[src/rtl/bp_update_sched_if.sv]
// Resolved-branch update channel from writeback into the PHT/BHR update scheduler.
interface bp_update_sched_if;
  logic        upd_valid;
  logic        upd_ready;
  logic [15:0] upd_pc;
  logic [2:0]  upd_hist;
  logic        upd_taken;

  modport master (output upd_valid, upd_pc, upd_hist, upd_taken, input upd_ready);
  modport slave  (input upd_valid, upd_pc, upd_hist, upd_taken, output upd_ready);
endinterface

[src/rtl/bp_update_sched.sv]
// Global predictor update scheduler: queues resolved branches, performs PHT
// read-modify-write of 2-bit counters, shifts the BHR and sweeps the PHT on reset/flush.
module bp_update_sched #(
  parameter int unsigned IDX_W      = 8,
  parameter int unsigned DEPTH      = 4,
  parameter logic [1:0]  INIT_STATE = 2'b01
) (
  input  logic                 clk,
  input  logic                 rst_n,
  bp_update_sched_if.slave     upd,
  input  logic                 flush_req,
  output logic [IDX_W-1:0]     pht_rd_index,
  input  logic [1:0]           pht_rd_state,
  output logic                 pht_we,
  output logic [IDX_W-1:0]     pht_wr_index,
  output logic [1:0]           pht_wr_data,
  output logic                 bhr_shift,
  output logic                 bhr_taken,
  output logic                 init_done,
  output logic                 busy
);
  localparam int unsigned PTR_W = (DEPTH > 1) ? $clog2(DEPTH) : 1;
  localparam int unsigned CNT_W = PTR_W + 1;

  typedef enum logic [1:0] {ST_INIT, ST_IDLE, ST_READ, ST_WRITE} state_t;

  state_t           state;
  logic [IDX_W-1:0] sweep_cnt;
  logic             flush_pend;
  logic [IDX_W-1:0] fifo_idx   [DEPTH];
  logic             fifo_taken [DEPTH];
  logic [PTR_W-1:0] wr_ptr;
  logic [PTR_W-1:0] rd_ptr;
  logic [CNT_W-1:0] count;
  logic             flush_now;
  logic             flush_apply;
  logic             enq;
  logic             pop;
  logic             fifo_empty;
  logic [IDX_W-1:0] upd_idx;
  logic [IDX_W-1:0] head_idx;
  logic             head_taken;
  logic [1:0]       ctr_next;
  logic             unused_pc;

  assign unused_pc     = ^{upd.upd_pc[15:6], upd.upd_pc[0]};
  assign upd_idx       = IDX_W'({upd.upd_pc[5:1], upd.upd_hist});
  assign head_idx      = fifo_idx[rd_ptr];
  assign head_taken    = fifo_taken[rd_ptr];
  assign fifo_empty    = (count == '0);
  assign upd.upd_ready = (count != CNT_W'(DEPTH));

  // A flush seen in READ is held until WRITE retires so PHT and BHR stay paired.
  assign flush_now   = flush_req | flush_pend;
  assign flush_apply = flush_now & (state != ST_READ);
  assign enq         = upd.upd_valid & upd.upd_ready & ~flush_apply;
  assign pop         = (state == ST_READ);
  assign busy        = (state != ST_IDLE) | ~fifo_empty;

  always_comb begin
    ctr_next = pht_rd_state;
    if (head_taken) begin
      if (pht_rd_state != 2'b11) ctr_next = pht_rd_state + 2'b01;
    end else begin
      if (pht_rd_state != 2'b00) ctr_next = pht_rd_state - 2'b01;
    end
  end

  always_ff @(posedge clk) begin
    if (enq) begin
      fifo_idx[wr_ptr]   <= upd_idx;
      fifo_taken[wr_ptr] <= upd.upd_taken;
    end
  end

  always_ff @(posedge clk or negedge rst_n) begin
    if (!rst_n) begin
      state        <= ST_INIT;
      sweep_cnt    <= '0;
      flush_pend   <= 1'b0;
      wr_ptr       <= '0;
      rd_ptr       <= '0;
      count        <= '0;
      pht_rd_index <= '0;
      pht_we       <= 1'b0;
      pht_wr_index <= '0;
      pht_wr_data  <= INIT_STATE;
      bhr_shift    <= 1'b0;
      bhr_taken    <= 1'b0;
      init_done    <= 1'b0;
    end else begin
      pht_we    <= 1'b0;
      bhr_shift <= 1'b0;
      if (flush_apply) begin
        state      <= ST_INIT;
        sweep_cnt  <= '0;
        flush_pend <= 1'b0;
        init_done  <= 1'b0;
        wr_ptr     <= '0;
        rd_ptr     <= '0;
        count      <= '0;
      end else begin
        if (flush_req) flush_pend <= 1'b1;
        if (enq) wr_ptr <= wr_ptr + PTR_W'(1);
        if (pop) rd_ptr <= rd_ptr + PTR_W'(1);
        count <= count + CNT_W'(enq) - CNT_W'(pop);
        unique case (state)
          ST_INIT: begin
            pht_we       <= 1'b1;
            pht_wr_index <= sweep_cnt;
            pht_wr_data  <= INIT_STATE;
            sweep_cnt    <= sweep_cnt + IDX_W'(1);
            if (sweep_cnt == '1) state <= ST_IDLE;
          end
          ST_IDLE: begin
            init_done <= 1'b1;
            if (!fifo_empty) begin
              state        <= ST_READ;
              pht_rd_index <= head_idx;
            end
          end
          ST_READ: begin
            pht_we       <= 1'b1;
            pht_wr_index <= pht_rd_index;
            pht_wr_data  <= ctr_next;
            bhr_shift    <= 1'b1;
            bhr_taken    <= head_taken;
            state        <= ST_WRITE;
          end
          ST_WRITE: begin
            if (!fifo_empty) begin
              state        <= ST_READ;
              pht_rd_index <= head_idx;
            end else begin
              state <= ST_IDLE;
            end
          end
          default: state <= ST_INIT;
        endcase
      end
    end
  end
endmodule

[src/flat_wrapper.sv]
// flat-port wrapper written by rule: the top's interface ports become plain ports
module bp_update_sched_flat 
#(
  parameter int unsigned IDX_W      = 8,
  parameter int unsigned DEPTH      = 4,
  parameter logic [1:0]  INIT_STATE = 2'b01
)
  (clk, rst_n, flush_req, pht_rd_index, pht_rd_state, pht_we, pht_wr_index, pht_wr_data, bhr_shift, bhr_taken, init_done, busy, upd_upd_valid, upd_upd_pc, upd_upd_hist, upd_upd_taken, upd_upd_ready);
  bp_update_sched_if upd_i ();
  input  logic clk;
  input  logic rst_n;
  input  logic flush_req;
  output logic [IDX_W-1:0] pht_rd_index;
  input  logic [1:0] pht_rd_state;
  output logic pht_we;
  output logic [IDX_W-1:0] pht_wr_index;
  output logic [1:0] pht_wr_data;
  output logic bhr_shift;
  output logic bhr_taken;
  output logic init_done;
  output logic busy;
  input wire logic [$bits(upd_i.upd_valid)-1:0] upd_upd_valid;
  input wire logic [$bits(upd_i.upd_pc)-1:0] upd_upd_pc;
  input wire logic [$bits(upd_i.upd_hist)-1:0] upd_upd_hist;
  input wire logic [$bits(upd_i.upd_taken)-1:0] upd_upd_taken;
  output wire logic [$bits(upd_i.upd_ready)-1:0] upd_upd_ready;
  assign upd_i.upd_valid = upd_upd_valid;
  assign upd_i.upd_pc = upd_upd_pc;
  assign upd_i.upd_hist = upd_upd_hist;
  assign upd_i.upd_taken = upd_upd_taken;
  assign upd_upd_ready = upd_i.upd_ready;
  bp_update_sched #(.IDX_W(IDX_W), .DEPTH(DEPTH), .INIT_STATE(INIT_STATE)) u_core (.clk(clk), .rst_n(rst_n), .upd(upd_i), .flush_req(flush_req), .pht_rd_index(pht_rd_index), .pht_rd_state(pht_rd_state), .pht_we(pht_we), .pht_wr_index(pht_wr_index), .pht_wr_data(pht_wr_data), .bhr_shift(bhr_shift), .bhr_taken(bhr_taken), .init_done(init_done), .busy(busy));
endmodule
[config.mk]
export PLATFORM = sky130hd
export DESIGN_NAME = bp_update_sched_flat
export DESIGN_NICKNAME = d
export VERILOG_FILES = /design/src/rtl/bp_update_sched_if.sv /design/src/rtl/bp_update_sched.sv /design/src/flat_wrapper.sv
export SDC_FILE = /design/constraint.sdc
export NUM_CORES = 1
export LEC_CHECK = 0
export ABC_AREA = 1
export CAP_MARGIN = 10
export CORE_ASPECT_RATIO = 2
export CORE_UTILIZATION = 58
export DETAILED_ROUTE_END_ITERATION = 10
export PLACE_DENSITY = 0.92
export SLEW_MARGIN = 5
export SYNTH_ARGS = -nofsm -noshare
export SYNTH_HDL_FRONTEND = slang
export SYNTH_SLANG_ARGS = --single-unit
[constraint.sdc]
create_clock -name clk -period 3.3 [get_ports clk]
set_input_delay 0.66 -clock clk [delete_from_list [all_inputs] [get_ports clk]]
set_output_delay 0.66 -clock clk [all_outputs]
set_load 0.005 [all_outputs]
# Yosys cells after proc, flatten, opt, wreduce, memory -nomap -nowiden
# Memory sizes are Yosys's and may differ from the RTL's. A register that Yosys moved wholly into a read port is not among the register bits.
# Index checks and enable logic that the tools add are counted.
[totals]
output_inout_bits = 24
rom_bits = 0
elab_cells = 81
inputBits = 26
latch_bits = 0
mem_count = 2
ram_bits = 36
reg_bits = 32
[op_classes]
n_addsub = 7
mul = 0
magnitude_cmp = 0
div = 0
n_bitwise = 7
mux = 27
shifts = 0
eq_ne = 10
reduce_logical = 16
[memory_table]
columns = ["memory", "words", "width", "read_ports", "rd_clocked_by_memory_dff", "wr", "line", "rtl"]
rows = [
  ["u_core.fifo_idx", 4, 8, 1, 1, 1, "bp_update_sched.sv:30", "logic [IDX_W-1:0] fifo_idx [DEPTH];"],
  ["u_core.fifo_taken", 4, 1, 1, 0, 1, "bp_update_sched.sv:31", "logic fifo_taken [DEPTH];"],
]
[op_table]
columns = ["cell", "count"]
rows = [
  ["2-to-1 mux 2 bit", 11],
  ["2-to-1 mux 8 bit", 2],
  ["one-hot mux 8 bit (2 select lines)", 1],
  ["nonzero test 2 bit", 7],
  ["2-to-1 mux 1 bit", 10],
  ["adder 8 x 1 -> 8 bit (second input constant)", 1],
  ["== test 8 bit (second input constant)", 1],
  ["one-hot mux 2 bit (4 select lines)", 1],
  ["adder 2 x 1 -> 2 bit (second input constant)", 3],
  ["AND reduction 2 bit", 3],
  ["== test 2 bit (second input constant)", 2],
  ["inequality test 2 bit (second input constant)", 2],
  ["one-hot mux 2 bit (2 select lines)", 1],
  ["OR reduction 2 bit", 2],
  ["adder 3 x 1 -> 3 bit", 1],
  ["bitwise AND 1 bit", 3],
  ["logical NOT 3 bit", 1],
  ["2-to-1 mux 3 bit", 1],
  ["inequality test 3 x 1 -> 1 bit (second input constant)", 1],
  ["inequality test 3 x 2 -> 1 bit (second input constant)", 1],
  ["inequality test 3 bit (second input constant)", 1],
  ["AND reduction 3 bit", 1],
  ["subtractor 3 x 1 -> 3 bit", 1],
  ["== test 2 x 1 -> 1 bit (second input constant)", 1],
  ["6 further kinds", 8],
]

# Depth between registers and ports, before layout
# Gate-level depths: netlist (run 1).
[logic_depth]
ltp_word = 7
ltp_mapped = 11
mapped_depth_nobuf = 10

# Worst setup path before layout (run 1)
# No wires, ideal clock.
[synth_path]
path_kind = "input-to-reg"
startpoint = "in flush_req"
endpoint = "reg u_core.count[2]"
stages = 10
setup_ns = 0.086
path_buffers = 0
required_ns = 3.214
arrival_time_ns = 1.981
path_slack_ns = 1.233
cell_sequence = "inv_1 -> nand2_1 -> nand2_2 -> inv_2 -> nor2_2 -> ha_1 -> inv_1 -> fa_1 -> and3_1 -> nor3_1"
[synth_via]
elab_chain_len = 7
[synth_lines]
columns = ["item", "line", "rtl"]
rows = [
  ["start: declaration", "flat_wrapper.sv:12", "input logic flush_req;"],
  ["OR 1 bit (*)", "bp_update_sched.sv:54", "assign flush_now = flush_req | flush_pend;"],
  ["bitwise AND 1 bit (*)", "bp_update_sched.sv:55", "assign flush_apply = flush_now & (state != ST_READ);"],
  ["inverter 1 bit (no line)", "n/a", ""],
  ["bitwise AND 1 bit", "bp_update_sched.sv:56", "assign enq = upd.upd_valid & upd.upd_ready & ~flush_apply;"],
  ["adder 3 x 1 -> 3 bit", "bp_update_sched.sv:106", "count <= count + CNT_W'(enq) - CNT_W'(pop);"],
  ["subtractor 3 x 1 -> 3 bit", "bp_update_sched.sv:106", ""],
  ["2-to-1 mux 3 bit (*)", "bp_update_sched.sv:94", "if (flush_apply) begin"],
  ["end signal: assignment", "bp_update_sched.sv:106", ""],
  ["end: declaration", "bp_update_sched.sv:34", "logic [CNT_W-1:0] count;"],
]
# Mark *: on every way between the ends. The rest lies on a longest branch, timed or not.
# A chain may end at the register's enable or synchronous reset.

# Worst setup path after layout (run 1)
# Same ends and word-level chain as after synthesis.

==> results of run 1 <==
## synth_stat cells, types with 2 or more instances
cell and count:
o211ai_1 7, edfxtp_1 36, dfrtp_1 39, buf_2 5, inv_2 4, nand3_1 13
a21oi_1 8, buf_6 4, ha_1 7, nor2_1 30, nand4_1 3, inv_1 38
o21ai_0 31, nand2_1 116, nor2_2 2
## logic make-up after synthesis
family | after synthesis
xor gates and xnor gates | 1
adders and majority gates | 8
DFF | 76
and+or+nand+nor | 171
AOI/OAI and AO/OA | 48
buffers and inverters | 53
## layout make-up
class,count,area (sq um)
clock buffer,10,229
clock inverter,5,30.0
fill,412,1590
inverter,43,161
multi-input combinational,228,1080
sequential,76,2080
tap,61,76.3
timing repair buffer,42,405
## routing by layer
| metal | track usage [%] | vias to the layer above | wire (um) |
|---|---|---|---|
| met2 | 44.6 | 98 | 3980 |
| met1 | 24.3 | 1187 | 2430 |
| met4 | 21.3 | 0 | 248 |
| met5 | 0 | - | 0 |
| met3 | 4.55 | 24 | 258 |
| li1 | - | 1234 | - |
## per-stage QoR
stage               utilization (%)  setup slack, ns  cell area [sq um]  total power [mW]
floorplan                         -             1.23               3400              2.10
global placement               67.3            0.522               3810              2.50
detailed placement             67.3            0.430               3810              2.57
CTS                            71.9            0.803               4070              3.43
global route                   71.9            0.616               4070              3.66
finish                         71.9            0.797               4070              3.42
## power by group
group / internal [mW] / switching [mW]
logic: 0.495 / 0.654
registers: 1.24 / 0.176
clock network: 0.499 / 0.364
## registers in the layout, summed over array words and instances (netlist names), 2 cells and up
register / cells
u_core.count: 3
u_core.fifo_idx: 32
u_core.fifo_taken: 4
u_core.pht_rd_index: 8
u_core.pht_wr_data: 2
u_core.pht_wr_index: 8
u_core.rd_ptr: 2
u_core.state: 2
u_core.sweep_cnt: 8
u_core.wr_ptr: 2
## worst reg2reg max path, stage by stage (launching register included)
cell	delay, ns
dfrtp_1	0.44
inv_2	0.17
nand2_4	0.14
nand2_2	0.26
inv_2	0.12
nor2_2	0.20
ha_1	0.18
inv_1	0.06
fa_1	0.43
and3_1	0.17
nor3_1	0.12
## worst max-delay path by stage
stage / endpoint / slack, ns / depth (start not counted)
6_report: u_core.count[2] / 0.80 / 11
2_1_floorplan: u_core.count[2] / 1.23 / 10
3_3_place_gp: u_core.count[2] / 0.52 / 11
4_1_cts: u_core.count[2] / 0.80 / 11
5_1_grt: u_core.count[2] / 0.62 / 11
3_5_place_dp: u_core.count[2] / 0.43 / 11
==> results.py, run 1 <==
metrics = {
    "status": {
        "status": "complete, no violations",
    },
    "timing": {
        "fin_hold_ws_ns": 0.437,
        "hold_viol_final": 0,
        "fin_crit_ns": 2.50,
        "fin_worst_skew_ns": 0.00302,
        "setup-tns-final_ns": 0,
        "rsz0062_at_grt": "false",
        "fmax_mhz": 400,
        "post-route-period-util_pct": 75.8,
        "slew_violations": 0,
        "setup_viol": 0,
        "tightest_slew_ns": 0.871,
        "relSlewSlack_pct": 42.0,
    },
    "floorplanning": {
        "rows": 39,
        "initial_core_util_pct": 60.1,
        "die_area_sq_um": 6200,
        "fp.dieH_um": 110,
        "dieWidth_um": 56.2,
        "pin_count": 50,
        "core-area_sq_um": 5660,
    },
    "min_path": {
        "hp-class": "input pin to asynchronous set/reset pin",
    },
    "yosys": {
        "avgSynthCellArea_sq_um": 9.53,
        "yosys.area.top_type": "edfxtp_1",
        "synth_simple_gate_area_share_pct": 20.7,
        "synth_compound_area_share_pct": 7.79,
        "synthCells": 357,
        "synth_top_family_by_area": "simple AND/OR/NAND/NOR gates",
        "synth-warning-count": 0,
        "netlist.area_leader.share_pct": 31.8,
        "synth_fp_nets": 391,
        "synth_cell_types": 29,
        "ys_top_cells_by_area": "edfxtp_1 (32%), dfrtp_1 (29%), nand2_1 (13%)",
        "netlist_area_sq_um": 3400,
        "synth-seq-area-share_pct": 61.2,
        "ys_async_sr_fraction_pct": 52.6,
        "ys_ff_latch": 76,
        "synth-xor-area-share_pct": 0.257,
        "synth.mux.area_fraction_pct": 0,
        "synth_ff_type": "dfrtp_1",
        "synth_edf_count": 36,
        "synth_fa_ha_area_share_pct": 3.16,
    },
    "setup_path": {
        "end_kind": "register",
        "crit_fanout": 13,
        "cp_slowest_cell": "fa_1",
        "cp_cell_sequence": "clkdlybuf4s50_1 -> inv_1 -> nand2_1 -> nand2_2 -> inv_2 -> nor2_2 -> ha_1 -> inv_1 -> fa_1 -> and3_1 -> nor3_1",
        "max_stage_delay_ns": 0.43,
        "cp_common_cell": "inv_1",
        "path_class": "input pin to register",
        "crit_family": "simple AND/OR/NAND/NOR gates",
        "critPathBufInv": 4,
        "worstReg2RegStart": "u_core.state[0]",
        "startpoint_type": "input pin",
        "rrSetupSlack_ns": 0.92,
        "timing.rr.end": "u_core.count[2]",
        "critPathLaunch": "flush_req",
        "cp.required_ns": 3.55,
        "r2r_cells": 10,
        "worstPathArrival_ns": 2.76,
    },
    "global_route": {
        "grt_pass1_wl_um": 11400,
        "overflow": 0,
        "antenna_found_initial": 0,
        "grt_start_max_net_pins": 41,
        "grt_pass1_vias": 2604,
        "grt_use_total_pct": 24.9,
    },
    "route": {
        "vias": 2543,
        "viasPerCell": 5.47,
        "wirelength_um": 6920,
        "drt_iter0_markers": 155,
        "first_pass_iters": 6,
        "drtAntennaViolNets": 0,
        "drc": 0,
        "wire_per_inst_um": 14.9,
    },
    "clocking": {
        "insertion_delay_ns": 0.33,
        "cts_inserted_buffers": 9,
        "clk_pin_slew_ns": 0.06,
        "ctsHoldBuffers": 0,
        "cts-root-buf": "clkbuf_16",
        "cts_tree": "done",
        "ctsResizeCount": 0,
        "htreeDepth": 3,
        "cts_buffer_depth": 2,
        "cts.sinks": 76,
        "cts_setup_buffers": 0,
    },
    "pwr": {
        "powerDensity_nw_per_um2": 841,
        "leakage_nw": 1.84,
        "irDropWorstVdd_mv": 0.728,
    },
    "cells_and_area": {
        "diodes": 0,
        "drive_above_1_share_pct": 7.43,
        "nets": 434,
        "syn_to_final_growth_pct": 19.6,
        "layout_common_cells": "nand2_1 (116), dfrtp_1 (39), inv_1 (38), clkdlybuf4s50_1 (37), edfxtp_1 (36)",
        "finalNonFillerCells": 465,
        "final_common_cell": "nand2_1",
    },
    "placement": {
        "io_buffers": 38,
        "place_congestion": 0.932,
        "dp_hpwl_um": 5020,
        "dp.cells": 450,
    },
    "job": {
        "maxCapViolCount": 0,
    },
}
No activity file was read; power rests on OpenSTA's default activity.
==> run 2: changes to the inputs <==
--- a/config.mk
+++ b/config.mk
@@ -8,9 +8,9 @@
 export ABC_AREA = 1
 export CAP_MARGIN = 10
 export CORE_ASPECT_RATIO = 2
-export CORE_UTILIZATION = 58
+export CORE_UTILIZATION = 54
 export DETAILED_ROUTE_END_ITERATION = 10
-export PLACE_DENSITY = 0.92
+export PLACE_DENSITY = 0.86
 export SLEW_MARGIN = 5
 export SYNTH_ARGS = -nofsm -noshare
 export SYNTH_HDL_FRONTEND = slang
==> constraint.sdc (replaced) <==
create_clock -name clk -period 2.5 [get_ports clk]
set_input_delay 0.5 -clock clk [delete_from_list [all_inputs] [get_ports clk]]
set_output_delay 0.5 -clock clk [all_outputs]
set_load 0.005 [all_outputs]
==> results.py, run 2 (same netlist as run 1, synthesis figures left out) <==
metrics = {
    "timing": {
        "hold_viol_final": 0,
        "setup-tns-final_ns": 0,
        "setup_viol": 0,
        "tightest_slew_ns": 0.874,
        "fin_crit_ns": 2.23,
        "fin_worst_skew_ns": 0.00541,
        "slew_violations": 0,
        "rsz0062_at_grt": "false",
        "setup_ws_ns": 0.266,
        "relSlewSlack_pct": 41.7,
        "post-route-period-util_pct": 89.3,
        "fmax_mhz": 448,
    },
    "setup_path": {
        "rrSetupSlack_ns": 0.35,
        "cp_common_cell": "nand2_1",
        "r2r_cells": 10,
        "cp.required_ns": 2.00,
        "critPathLaunch": "u_core.count[1]",
        "cp_cell_sequence": "inv_1 -> nand2_1 -> nor2_1 -> nand2_1 -> clkdlybuf4s50_1",
        "crit_fanout": 4,
        "worstReg2RegStart": "u_core.state[0]",
        "startpoint_type": "register",
        "timing.rr.end": "u_core.count[2]",
        "path_class": "register to output pin",
        "path_depth": 5,
        "worstPathArrival_ns": 1.73,
        "end_kind": "output pin",
        "critPathBufInv": 2,
        "max_stage_delay_ns": 0.46,
        "crit_family": "buffers and inverters",
        "cp_slowest_cell": "clkdlybuf4s50_1",
        "cp-endpoint": "busy",
    },
    "route": {
        "drtAntennaViolNets": 0,
        "met2_length_um": 3690,
        "highest_layer": "met4",
        "wirelength_um": 6570,
        "drc": 0,
        "drt_iter0_markers": 123,
        "vias": 2513,
        "routed-wl-met3_um": 234,
        "first_pass_iters": 4,
        "wl_met1_um": 2450,
        "wire_per_inst_um": 13.3,
        "viasPerCell": 5.10,
    },
    "cells_and_area": {
        "layout_common_cells": "nand2_1 (116), dfrtp_1 (39), inv_1 (38), clkdlybuf4s50_1 (37), edfxtp_1 (36)",
        "drive_above_1_share_pct": 8.80,
        "fill_cells": 454,
        "ff_latch_area_sq_um": 2080,
        "diodes": 0,
        "syn_to_final_growth_pct": 21.7,
        "final_common_cell": "nand2_1",
        "nets": 438,
        "top_register": "u_core.fifo_idx",
        "largest_reg_flops": 32,
        "multi_input_area_sq_um": 1080,
    },
    "status": {
        "status": "complete, no violations",
    },
    "floorplanning": {
        "core-area_sq_um": 6060,
        "dieWidth_um": 58.1,
        "die_area_sq_um": 6640,
        "pin_count": 50,
        "fp.dieH_um": 114,
        "rows": 40,
        "initial_core_util_pct": 56.2,
    },
    "clocking": {
        "cts.sinks": 76,
        "ctsHoldBuffers": 0,
        "ctsResizeCount": 0,
        "htreeDepth": 3,
        "clk_pin_slew_ns": 0.05,
        "cts_setup_buffers": 0,
        "cts_inserted_buffers": 9,
        "insertion_delay_ns": 0.33,
        "cts-root-buf": "clkbuf_16",
        "cts_tree": "done",
        "cts_buffer_depth": 2,
    },
    "placement": {
        "io_buffers": 38,
        "place_congestion": 0.884,
        "dp_hpwl_um": 4710,
        "place_ws_ns": 0.0213,
    },
    "pwr": {
        "powerDensity_nw_per_um2": 1100,
        "leakage_nw": 1.87,
        "irDropWorstVdd_mv": 0.613,
    },
    "global_route": {
        "grt_use_total_pct": 22.5,
        "grt_start_max_net_pins": 41,
        "overflow": 0,
        "grt_pass1_wl_um": 11000,
        "grt_pass1_vias": 2485,
        "antenna_found_initial": 0,
    },
    "min_path": {
        "hp-class": "input pin to asynchronous set/reset pin",
    },
    "job": {
        "maxCapViolCount": 0,
    },
}
run 2: through the flow:
| stage | utilization, % | hold WS [ns] | cell area (sq um) | total power, mW | cells |
|---|---|---|---|---|---|
| after global placement | 63.9 | 0.462 | 3870 | 3.34 | 477 |
| after floorplan | - | 0.204 | 3400 | 2.77 | 357 |
| after CTS | 68.4 | 0.313 | 4140 | 4.58 | 493 |
| after detailed placement | 63.9 | 0.466 | 3870 | 3.41 | 477 |
| after global routing | 68.4 | 0.371 | 4140 | 4.84 | 493 |
| final | 68.4 | 0.281 | 4140 | 4.54 | 493 |
run 2: area by class of cell:
cell class	instances	share of cell area [%]
repair buffers	46	10.5
clock buffers	10	5.53
clock inverters	6	0.997
multi-input cells	228	26.2
inverters	43	3.90
flip-flops and latches	76	50.3
well taps	84	2.54
run 2: routing by layer:
metal / GRT usage [%] / vias to the layer above
met2: 38.9 / 68
met1: 22.7 / 1172
met3: 6.55 / 17
met5: 0 / -
li1: - / 1256
met4: 14.6 / 0
run 2: worst min-delay path by stage:
stage / start / end / depth (start not counted)
floorplan: rst_n / u_core.bhr_shift / 0
finish: rst_n / u_core.wr_ptr[1] / 1
CTS: rst_n / u_core.init_done / 1
global route: rst_n / u_core.wr_ptr[0] / 1
detailed placement: u_core.pht_wr_index[2] / u_core.pht_wr_index[2] / 2
global placement: u_core.pht_wr_index[0] / u_core.pht_wr_index[0] / 2
run 2: power breakdown:
part	switching [mW]	internal (mW)	leakage [nW]
combinational	0.881	0.683	0.898
sequential	0.188	1.63	0.849
clock	0.487	0.671	0.127
==> run 3: changes to the inputs <==
--- a/config.mk
+++ b/config.mk
@@ -11,6 +11,7 @@
 export CORE_UTILIZATION = 54
 export DETAILED_ROUTE_END_ITERATION = 10
 export PLACE_DENSITY = 0.86
+export SETUP_SLACK_MARGIN = 0.1
 export SLEW_MARGIN = 5
 export SYNTH_ARGS = -nofsm -noshare
 export SYNTH_HDL_FRONTEND = slang
==> results of run 3 <==
Final layout, timing and power as in run 2 (identical DEF).
